[src/rtl/dac_sample_sequencer.sv]
// Paces samples from a small FIFO onto the avsddac D input at a programmable rate.
// Handles priming before playback, underrun counting, and a clean stop to the idle code.
module dac_sample_sequencer #(
   parameter int unsigned   DW          = 10,
   parameter int unsigned   DEPTH       = 4,
   parameter int unsigned   DIV_W       = 16,
   parameter int unsigned   PRIME_LEVEL = 2,
   parameter logic [DW-1:0] IDLE_CODE   = 10'd512
) (
   input  logic                     CLK,
   input  logic                     reset_n,
   input  logic                     enable,
   input  logic [DIV_W-1:0]         div,
   input  logic [DW-1:0]            in_data,
   input  logic                     in_valid,
   output logic                     in_ready,
   output logic [DW-1:0]            D,
   output logic                     sample_strobe,
   output logic                     underrun,
   output logic [7:0]               underrun_cnt,
   input  logic                     clear_underrun,
   output logic [$clog2(DEPTH):0]   fifo_level,
   output logic                     busy
);

   localparam int unsigned AW = $clog2(DEPTH);
   localparam int unsigned LW = AW + 1;
   localparam logic [LW-1:0] LvlFull  = LW'(DEPTH);
   localparam logic [LW-1:0] LvlPrime = LW'(PRIME_LEVEL);

   typedef enum logic [1:0] {StIdle, StPrime, StRun, StStop} state_e;

   state_e           state_q, state_d;
   logic [DW-1:0]    mem [DEPTH];
   logic [AW-1:0]    wptr_q, rptr_q;
   logic [LW-1:0]    level_q, level_d;
   logic [DIV_W-1:0] cnt_q, cnt_d;
   logic [DW-1:0]    d_q, d_d;
   logic [7:0]       ucnt_q;
   logic             tick, push, pop, flush;

   always_comb begin
      tick          = ((state_q == StRun) || (state_q == StStop)) && (cnt_q == '0);
      in_ready      = ((state_q == StPrime) || (state_q == StRun)) && (level_q != LvlFull);
      push          = in_valid && in_ready;
      pop           = (state_q == StRun) && tick && (level_q != '0);
      underrun      = (state_q == StRun) && tick && (level_q == '0);
      sample_strobe = pop;

      state_d = state_q;
      d_d     = d_q;
      flush   = 1'b0;
      cnt_d   = cnt_q;
      if (tick) begin
         cnt_d = div;
      end else if ((state_q == StRun) || (state_q == StStop)) begin
         cnt_d = cnt_q - DIV_W'(1);
      end

      unique case (state_q)
         StIdle: begin
            flush = 1'b1;
            d_d   = IDLE_CODE;
            if (enable) state_d = StPrime;
         end
         StPrime: begin
            if (!enable) begin
               state_d = StIdle;
               flush   = 1'b1;
            end else if (level_q >= LvlPrime) begin
               state_d = StRun;
               cnt_d   = div;
            end
         end
         StRun: begin
            if (pop) d_d = mem[rptr_q];
            if (!enable) state_d = StStop;
         end
         StStop: begin
            // Finish the current period before returning to the idle code.
            if (tick) begin
               d_d     = IDLE_CODE;
               flush   = 1'b1;
               state_d = StIdle;
            end
         end
         default: state_d = StIdle;
      endcase

      if (flush) begin
         level_d = '0;
      end else begin
         level_d = level_q + LW'(push) - LW'(pop);
      end
   end

   always_ff @(posedge CLK or negedge reset_n) begin
      if (!reset_n) begin
         state_q <= StIdle;
         d_q     <= IDLE_CODE;
         cnt_q   <= '0;
         level_q <= '0;
         wptr_q  <= '0;
         rptr_q  <= '0;
         ucnt_q  <= '0;
      end else begin
         state_q <= state_d;
         d_q     <= d_d;
         cnt_q   <= cnt_d;
         level_q <= level_d;
         if (flush) begin
            wptr_q <= '0;
            rptr_q <= '0;
         end else begin
            if (push) wptr_q <= wptr_q + AW'(1);
            if (pop)  rptr_q <= rptr_q + AW'(1);
         end
         if (clear_underrun) begin
            ucnt_q <= '0;
         end else if (underrun && (ucnt_q != 8'hFF)) begin
            ucnt_q <= ucnt_q + 8'd1;
         end
      end
   end

   // Storage needs no reset; occupancy is governed by level_q and the pointers.
   always_ff @(posedge CLK) begin
      if (push) mem[wptr_q] <= in_data;
   end

   assign D            = d_q;
   assign fifo_level   = level_q;
   assign underrun_cnt = ucnt_q;
   assign busy         = (state_q != StIdle);

endmodule

[config.mk]
export PLATFORM = sky130hd
export DESIGN_NAME = dac_sample_sequencer
export DESIGN_NICKNAME = d
export VERILOG_FILES = /design/src/rtl/dac_sample_sequencer.sv
export SDC_FILE = /design/constraint.sdc
export NUM_CORES = 1
export LEC_CHECK = 0
export BUFFER_PORTS_ARGS = -buffer_cell sky130_fd_sc_hd__clkbuf_2
export CORE_UTILIZATION = 46
export CTS_CLUSTER_SIZE = 16
export DETAILED_ROUTE_END_ITERATION = 7
export PLACE_DENSITY = 0.69
export SLEW_MARGIN = 10
export SYNTH_ARGS = -nofsm -noshare
export SYNTH_HDL_FRONTEND = slang
export SYNTH_SLANG_ARGS = --single-unit
export TNS_END_PERCENT = 20
[constraint.sdc]
create_clock -name CLK -period 2.9 [get_ports CLK]
set_input_delay 0.29 -clock CLK [delete_from_list [all_inputs] [get_ports CLK]]
set_output_delay 0.29 -clock CLK [all_outputs]
set_load 0.05 [all_outputs]
After elaboration in Yosys (flattened, before gate mapping)
Memories as Yosys holds them, arrays and structs flattened.
Index checks and enable logic that the tools add are counted.

storage, ports and cells
  bits in writable memories = 40
  logic and storage cells = 71
  register bits = 43
  input port bits = 31
  memories = 1
  output and inout bits = 25

memory list
  memory  words  width  read ports  clocked after memory_dff  wr ports  line  source
  mem     4      10     1           0                         1         34    logic [DW-1:0] mem [DEPTH];

operators by class
  equal/unequal tests = 10
  add/subtract/negate cells = 6
  $lt $le $gt $ge = 1
  reductions and logical operators = 20
  muxes and demuxes = 26

operators by type and width
  cell                   count
  $mux 16                5
  $pmux 10 s3            1
  $mux 10                2
  $mux 2                 9
  $logic_not 16->1       1
  $mux 8                 2
  $sub 16x1->16 const B  1
  $add 8x1->8 const B    1
  $ne 2x2->1 const B     4
  $ne 8x8->1 const B     1
  $pmux 2 s4             1
  $reduce_bool 2->1      4
  $logic_and 1x1->1      7
  $reduce_bool 3->1      2
  $add 2x1->2 const B    2
  $eq 2x2->1 const B     2
  $mux 1                 4
  $reduce_and 4->1       1
  $add 3x1->3            1
  $ge 3x2->1 const B     1
  $logic_not 3->1        1
  $mux 3                 1
  $ne 3x2->1 const B     1
  $ne 3x3->1 const B     1
  6 further kinds        7

Depth between registers and ports, before layout
Gate-level depths: netlist of the first run.

  depth in word-level cells = 8
  depth in mapped cells = 12

Worst setup path after synthesis of the first run
Ideal clock, no wire load.

  path kind = flip-flop to flip-flop
  from = register state_q[0]
  to = register level_q[1] (netlist: fifo_level[1])
  arrival time = 3.148 ns
  path slack = -0.368 ns
  required time = 2.780 ns
  stages on the path, launching flop included = 12
  period minus slack after synthesis = 3.268 ns
  cell sequence = dfrtp_1 > inv_1 > ha_1 > o21bai_1 > nor4b_2 > and4_2 > buf_2 > ha_1 > inv_1 > ha_1 > fa_1 > nor2b_1

between the ends
  longest elaborated chain between the ends = 7

RTL lines
  element                            line    source
  start: declaration                 33      state_e state_q, state_d;
  start signal: assignment           99      state_q <= StIdle;
  start signal: assignment           107     state_q <= state_d;
  $eq 2x2->1 (on tied branches)      43, 46
  $logic_or 1x1->1                   43      tick = ((state_q == StRun) || (state_q == StStop)) && (cnt_q == '0);
  $logic_and 1x1->1                  43
  $logic_and 1x1->1 * (2 in series)  46      pop = (state_q == StRun) && tick && (level_q != '0);
  net sample_strobe                  18      output logic sample_strobe,
  $sub 3x1->3 *                      93      level_d = level_q + LW'(push) - LW'(pop);
  $mux 3 *                           90      if (flush) begin
  net level_d[1]                     36      logic [LW-1:0] level_q, level_d;
  end signal: assignment             110     level_q <= level_d;
  end: declaration                   36

The timed path passes the listed nets; every way through them passes the cells marked *.
A chain may end at the register's enable or synchronous reset.

Final worst setup path of the first run
  from = register cnt_q[7]
  to = output underrun

between the ends
  longest elaborated chain between the ends = 4

RTL lines
  element                          line  source
  start: declaration               37    logic [DIV_W-1:0] cnt_q, cnt_d;
  start signal: assignment         109   cnt_q <= cnt_d;
  $logic_not 16->1                 43
  $logic_and 1x1->1                43
  $logic_and 1x1->1 (2 in series)  47    underrun = (state_q == StRun) && tick && (level_q == '0);
  end: declaration                 19    output logic underrun,

Every way passes these cells.

==> results_dict.tcl, run 1 <==
set metrics [dict create \
    fmax_mhz 359.7 \
    grt_max_degree 44 \
    setup.worst_path.end_class "output pin" \
    ys_top_cells_by_area "edfxtp_1 (31%), dfrtp_1 (27%), mux4_2 (5.8%), ha_1 (4.9%), a21oi_1 (3.4%)" \
    initial_core_util_pct 47.15 \
    diodes 0 \
    fillers 707 \
    synthArstFlopShare_pct 51.81 \
    ant_nets 0 \
    path_class "flop to output pin" \
    startpoint_type "flop" \
    pwr-share-seq_pct 45.5 \
    die_h_um 93.55 \
    p_clk_share_pct 22.8 \
    slew_violations 0 \
    synth_top_area_cell "edfxtp_1" \
    syn-cell-area_mm2 0.003855 \
    topRoutingLayerUsed "met4" \
    dp_cells 455 \
    wl_um 7435 \
    place_area_mm2 0.004290 \
    path_max_fanout 8 \
    dp_hpwl_um 5300 \
    final_cell_area_mm2 0.004499 \
    grt_use_total_pct 18.58 \
    clkTransAtPathRegs_ns 0.11 \
    num_rows 33 \
    status "complete, but fails checks" \
    peakVddDrop_mv 0.3687 \
    drive_gt1_share_pct 28.14 \
    syn_to_final_growth_pct 16.72 \
    drt_first_iter_violations 99 \
    min_path_type "input pin to asynchronous set/reset pin" \
    reg2reg_to "fifo_level[2]" \
    syn_inst 301 \
    cts_root_buf "clkbuf_8" \
    synth.net_count 348 \
    vias 2558 \
    setup_viol_count_final 0 \
    grt_pass1_vias 2480 \
    final_util_pct 55.04 \
    hold_ws_ns 0.1268 \
    ff2ff_path_depth 9 \
    synth_ff_type "dfrtp_1" \
    vias_per_cell 5.431 \
    cap_violations 0 \
    internal_power_uw 2257 \
    tightest_slew_ns 1.122 \
    dr.pass1.iters 6 \
    wl_per_cell_um 15.79 \
    arrival_ns 2.49 \
    cts_tree "yes" \
    seq_area_frac_synth_pct 59.10 \
    cts.sinks 83 \
    die_area_mm2 0.008751 \
    p_leak_uw 0.001810 \
    power_frac_comb_pct 31.7 \
    hold_viol_final 0 \
    timing.rr.start "cnt_q[7]" \
    ys_warn_count 0 \
    synth_cell_types 48 \
    antenna_found_initial 0 \
    failed_checks "design-rule violations" \
    clockBufferDepth 2 \
    synth_most_common_cell "dfrtp_1" \
    relSlewSlack_pct 25.19 \
    layout.cells.non_filler 471 \
    cts_buffers 9 \
    syn_area_per_cell_um2 12.81 \
    drcViolationCount 2 \
    synth_edf_count 40 \
    met3_length_um 286 \
    place.gp.congestion 0.8303 \
    worstPathRequired_ns 2.61 \
    finalNetCount 408 \
    reg2reg_slack_ns 0.14 \
    post-route-period-util_pct 95.87 \
    clk_latency_ns 0.36 \
    power_switching_uw 1386 \
    die_x_um 93.55 \
    num_io_pins 56 \
    port_buffers 55 \
    synthTopCellsByCount "dfrtp_1 (42), edfxtp_1 (40), nor2_1 (32)" \
    skew_ns 0.01630 \
    grt_pass1_wl_um 12180 \
    h-tree-depth 3 \
    rsz0062_at_grt "false" \
    layout_min_cycle_time_ns 2.780 \
    p_sw_share_pct 38.05 \
    synth-seq-cells 83 \
    design.core.area_mm2 0.008175 \
    globalRoute.totalOverflow 0 \
    cts_setup_buffers 0 \
    yosys.area.top_type_share_pct 31.16 \
    drt-met1-wl_um 3555 \
    routed-wl-met2_um 3531 \
    pwr_density_cell_mw_per_mm2 809.7 \
]
## metrics by stage
step           worst slack, ns  TNS, ns  total power, µW
5_1_grt               0.001962        0             3875
4_1_cts                0.09429        0             3680
3_5_place_dp            0.1541        0             2841
2_1_floorplan         -0.07625  -0.1491             2526
3_3_place_gp            0.2071        0             2799
6_report                0.1197        0             3643
## final cells by class
type / count / area, µm² / share of cell area (%)
Clock buffer: 9 / 123.9 / 2.753
Clock inverter: 7 / 81.33 / 1.808
Inverter: 15 / 56.30 / 1.251
Multi-Input combinational cell: 193 / 1523 / 33.84
Sequential cell: 83 / 2278 / 50.64
Tap cell: 105 / 131.4 / 2.920
Timing Repair Buffer: 59 / 305.3 / 6.785
## worst max-delay path, stage by stage (launching register included)
cell and delay [ns]:
dfrtp_1 0.43, or4_1 0.67, nor4b_4 0.32, buf_4 0.22, and3_2 0.23, clkbuf_2 0.28
## flip-flops by register name (all words and copies together) (netlist names), named ones only
name and flops:
mem 40, fifo_level 3, cnt_q 16, state_q 1, wptr_q 2, underrun_cnt 8, D 10, rptr_q 2
## cells in the final DEF (no fill, tap or decap), drive strengths merged, types with 8 or more instances in the layout
master | Yosys | final
clkbuf | 6 | 64
dfrtp | 42 | 42
edfxtp | 40 | 40
nor2 | 32 | 32
a21oi | 26 | 26
inv | 15 | 18
ha | 15 | 15
xnor2 | 10 | 10
mux4 | 10 | 10
nand2 | 9 | 9
a22o | 9 | 9
nor3 | 8 | 8
## power by group through the flow
stage          registers [µW]  clock network [µW]  logic, µW
2_1_floorplan            1680                   0        845
3_3_place_gp             1670                   0       1130
3_5_place_dp             1680                   0       1160
4_1_cts                  1660                 859       1170
5_1_grt                  1690                 897       1290
6_report                 1660                 831       1160
## layer usage
layer,GRT usage [%],up-vias
met2,30.02,55
met3,4.634,5
met4,6.538,0
li1,-,1237
met5,0,-
met1,24.39,1261
## worst max path at each step
stage / start / end / slack [ns] / cells past startpoint
2_1_floorplan: cnt_q[7] / fifo_level[1] / -0.08 / 10
3_3_place_gp: cnt_q[7] / fifo_level[2] / 0.21 / 9
3_5_place_dp: cnt_q[7] / fifo_level[2] / 0.15 / 9
4_1_cts: cnt_q[7] / underrun / 0.09 / 5
5_1_grt: cnt_q[7] / underrun / 0.002 / 5
6_report: cnt_q[7] / underrun / 0.12 / 5
## cell families after synthesis
kind of cell | Yosys count | share of synthesized area (%)
AO/OA/AOI/OAI | 56 | 9.705
XOR/XNOR | 17 | 3.862
adder cells (fa/ha/maj) | 16 | 5.388
buffers and inverters | 25 | 2.499
flip-flops | 83 | 59.10
multiplexers | 13 | 6.621
AND/OR/NAND/NOR | 91 | 12.82
## repair_timing
action                                  in CTS  in global routing
resized for setup                            0                  1
endpoints found under the setup margin       0                  1
hold buffers                                 0                  0
(Power assumes the default switching activity.)
==> run 2, diff against run 1 <==
CORE_ASPECT_RATIO = 0.9   (was default)
CORE_MARGIN = 3   (was default)
==> results_dict.tcl, run 2 (same netlist as run 1, synthesis figures left out) <==
set metrics [dict create \
    status "finished, final reports clean" \
    clkTransAtPathRegs_ns 0.09 \
    p_leak_uw 0.001824 \
    vias_per_cell 5.397 \
    tns_ns 0 \
    worst_slack_ns 0.2048 \
    cts_tree "yes" \
    place.gp.congestion 0.8332 \
    hold_ws_ns 0.1098 \
    num_io_pins 56 \
    clk_latency_ns 0.36 \
    dp_hpwl_um 5259 \
    diodes 0 \
    hold_buffers 0 \
    num_rows 31 \
    mostFrequentLayoutCells "clkbuf_2 (55), dfrtp_1 (42), edfxtp_1 (40)" \
    globalRoute.totalOverflow 0 \
    fmax_mhz 371.0 \
    startpoint_type "flop" \
    p_sw_share_pct 36.93 \
    wl_um 7330 \
    grt_pass1_wl_um 12370 \
    antenna_found_initial 0 \
    pwr_density_cell_mw_per_mm2 819.6 \
    min_path_type "input pin to asynchronous set/reset pin" \
    largest_reg_flops 40 \
    vias 2515 \
    ant_nets 0 \
    layout_min_cycle_time_ns 2.695 \
    path_class "flop to output pin" \
    grt_pass1_vias 2548 \
    cts_buffers 9 \
    wl_per_cell_um 15.73 \
    setup_viol_count_final 0 \
    dr.pass1.iters 4 \
    cts_root_buf "clkbuf_8" \
    skew_ns 0.01085 \
    port_buffers 55 \
    finalNetCount 409 \
    final_common_cell "clkbuf_2" \
    peakVddDrop_mv 0.3809 \
    die_area_mm2 0.009516 \
    p_clk_share_pct 23.9 \
    relSlewSlack_pct 29.76 \
    tightest_slew_ns 1.054 \
    slew_violations 0 \
    internal_power_uw 2334 \
    path_max_fanout 8 \
    drt_first_iter_violations 77 \
    power_switching_uw 1366 \
    pwr-share-seq_pct 44.7 \
    initial_core_util_pct 47.55 \
    worstPathRequired_ns 2.61 \
    setup.worst_path.end_class "output pin" \
    dp_slack_ns 0.1151 \
    power_frac_comb_pct 31.4 \
    arrival_ns 2.41 \
    clockBufferDepth 2 \
    cap_violations 0 \
    grt_max_degree 44 \
    drive_gt1_share_pct 28.61 \
    die_x_um 102.5 \
    rsz0062_at_grt "false" \
    h-tree-depth 3 \
    largest-register "mem" \
    hold_viol_final 0 \
    post-route-period-util_pct 92.94 \
    die_h_um 92.85 \
    cts.sinks 83 \
    fillers 690 \
    grt_use_total_pct 16.88 \
    drcViolationCount 0 \
    design.core.area_mm2 0.008107 \
    syn_to_final_growth_pct 17.10 \
]
-- run 2: cell count changes in the layout (fill, tap and decap cells not counted) --
cell / delta
clkinv_8: -1
or4_4: +1
inv_6: +3
or4_1: -1
bufinv_16: +1
buf_4: +1
clkinv_4: -2
inv_8: -1
-- run 2: final cells by class --
type                       count  area (µm²)  share of cell area [%]
inverter                      15       56.30                   1.247
clock buffer                   9       123.9                   2.744
sequential                    83        2278                   50.47
multi-input combinational    193        1526                   33.81
timing repair buffer          60       312.8                   6.929
clock inverter                 7       92.59                   2.051
tap                           99       123.9                   2.744
-- run 2: per-stage QoR --
| step | utilization [%] | power, µW | std cells | cell area (µm²) |
|---|---|---|---|---|
| finish | 55.69 | 3700 | 466 | 4514 |
| global route | 55.69 | 3956 | 466 | 4514 |
| CTS | 55.60 | 3739 | 466 | 4507 |
| detailed placement | 52.92 | 2841 | 450 | 4290 |
| global placement | 52.92 | 2804 | 450 | 4290 |
| floorplan | - | 2526 | 301 | 3911 |
-- run 2: what timing repair did --
action | CTS | global route
gates resized for setup | 0 | 2
setup endpoints to repair | 0 | 2
buffers inserted | 0 | 0
-- run 2: worst paths after layout --
path,from,endpoint,slack [ns],depth (start not counted)
max,cnt_q[7],underrun,0.20,5
min,reset_n,underrun_cnt[3],0.11,1
max reg2reg,cnt_q[7],fifo_level[1],0.21,8
min reg2reg,D[9],D[9],0.47,2
max in group asynchronous,reset_n,cnt_q[6],2.14,1
min in group CLK,in_data[2],mem[1][2],0.14,1
-- run 2: layer usage --
layer	vias up	wire, µm	global-route usage [%]
li1	1237	-	-
met1	1221	3320	22.01
met2	51	3597	27.42
met3	6	348	5.120
met4	0	63	4.372
met5	-	0	0
-- run 2: power by group through the flow --
stage                     Sequential [µW]  Combinational (µW)  Clock, µW
after floorplan                      1680                 845          0
after global placement               1660                1140          0
after detailed placement             1680                1170          0
after global routing                 1690                1300        964
final                                1650                1160        885
after CTS                            1650                1170        915
-- run 2: critical path: stages, from the launching register on --
cell	delay [ns]
dfrtp_1	0.44
or4_4	0.60
nor4b_4	0.29
buf_4	0.22
and3_2	0.22
clkbuf_2	0.28
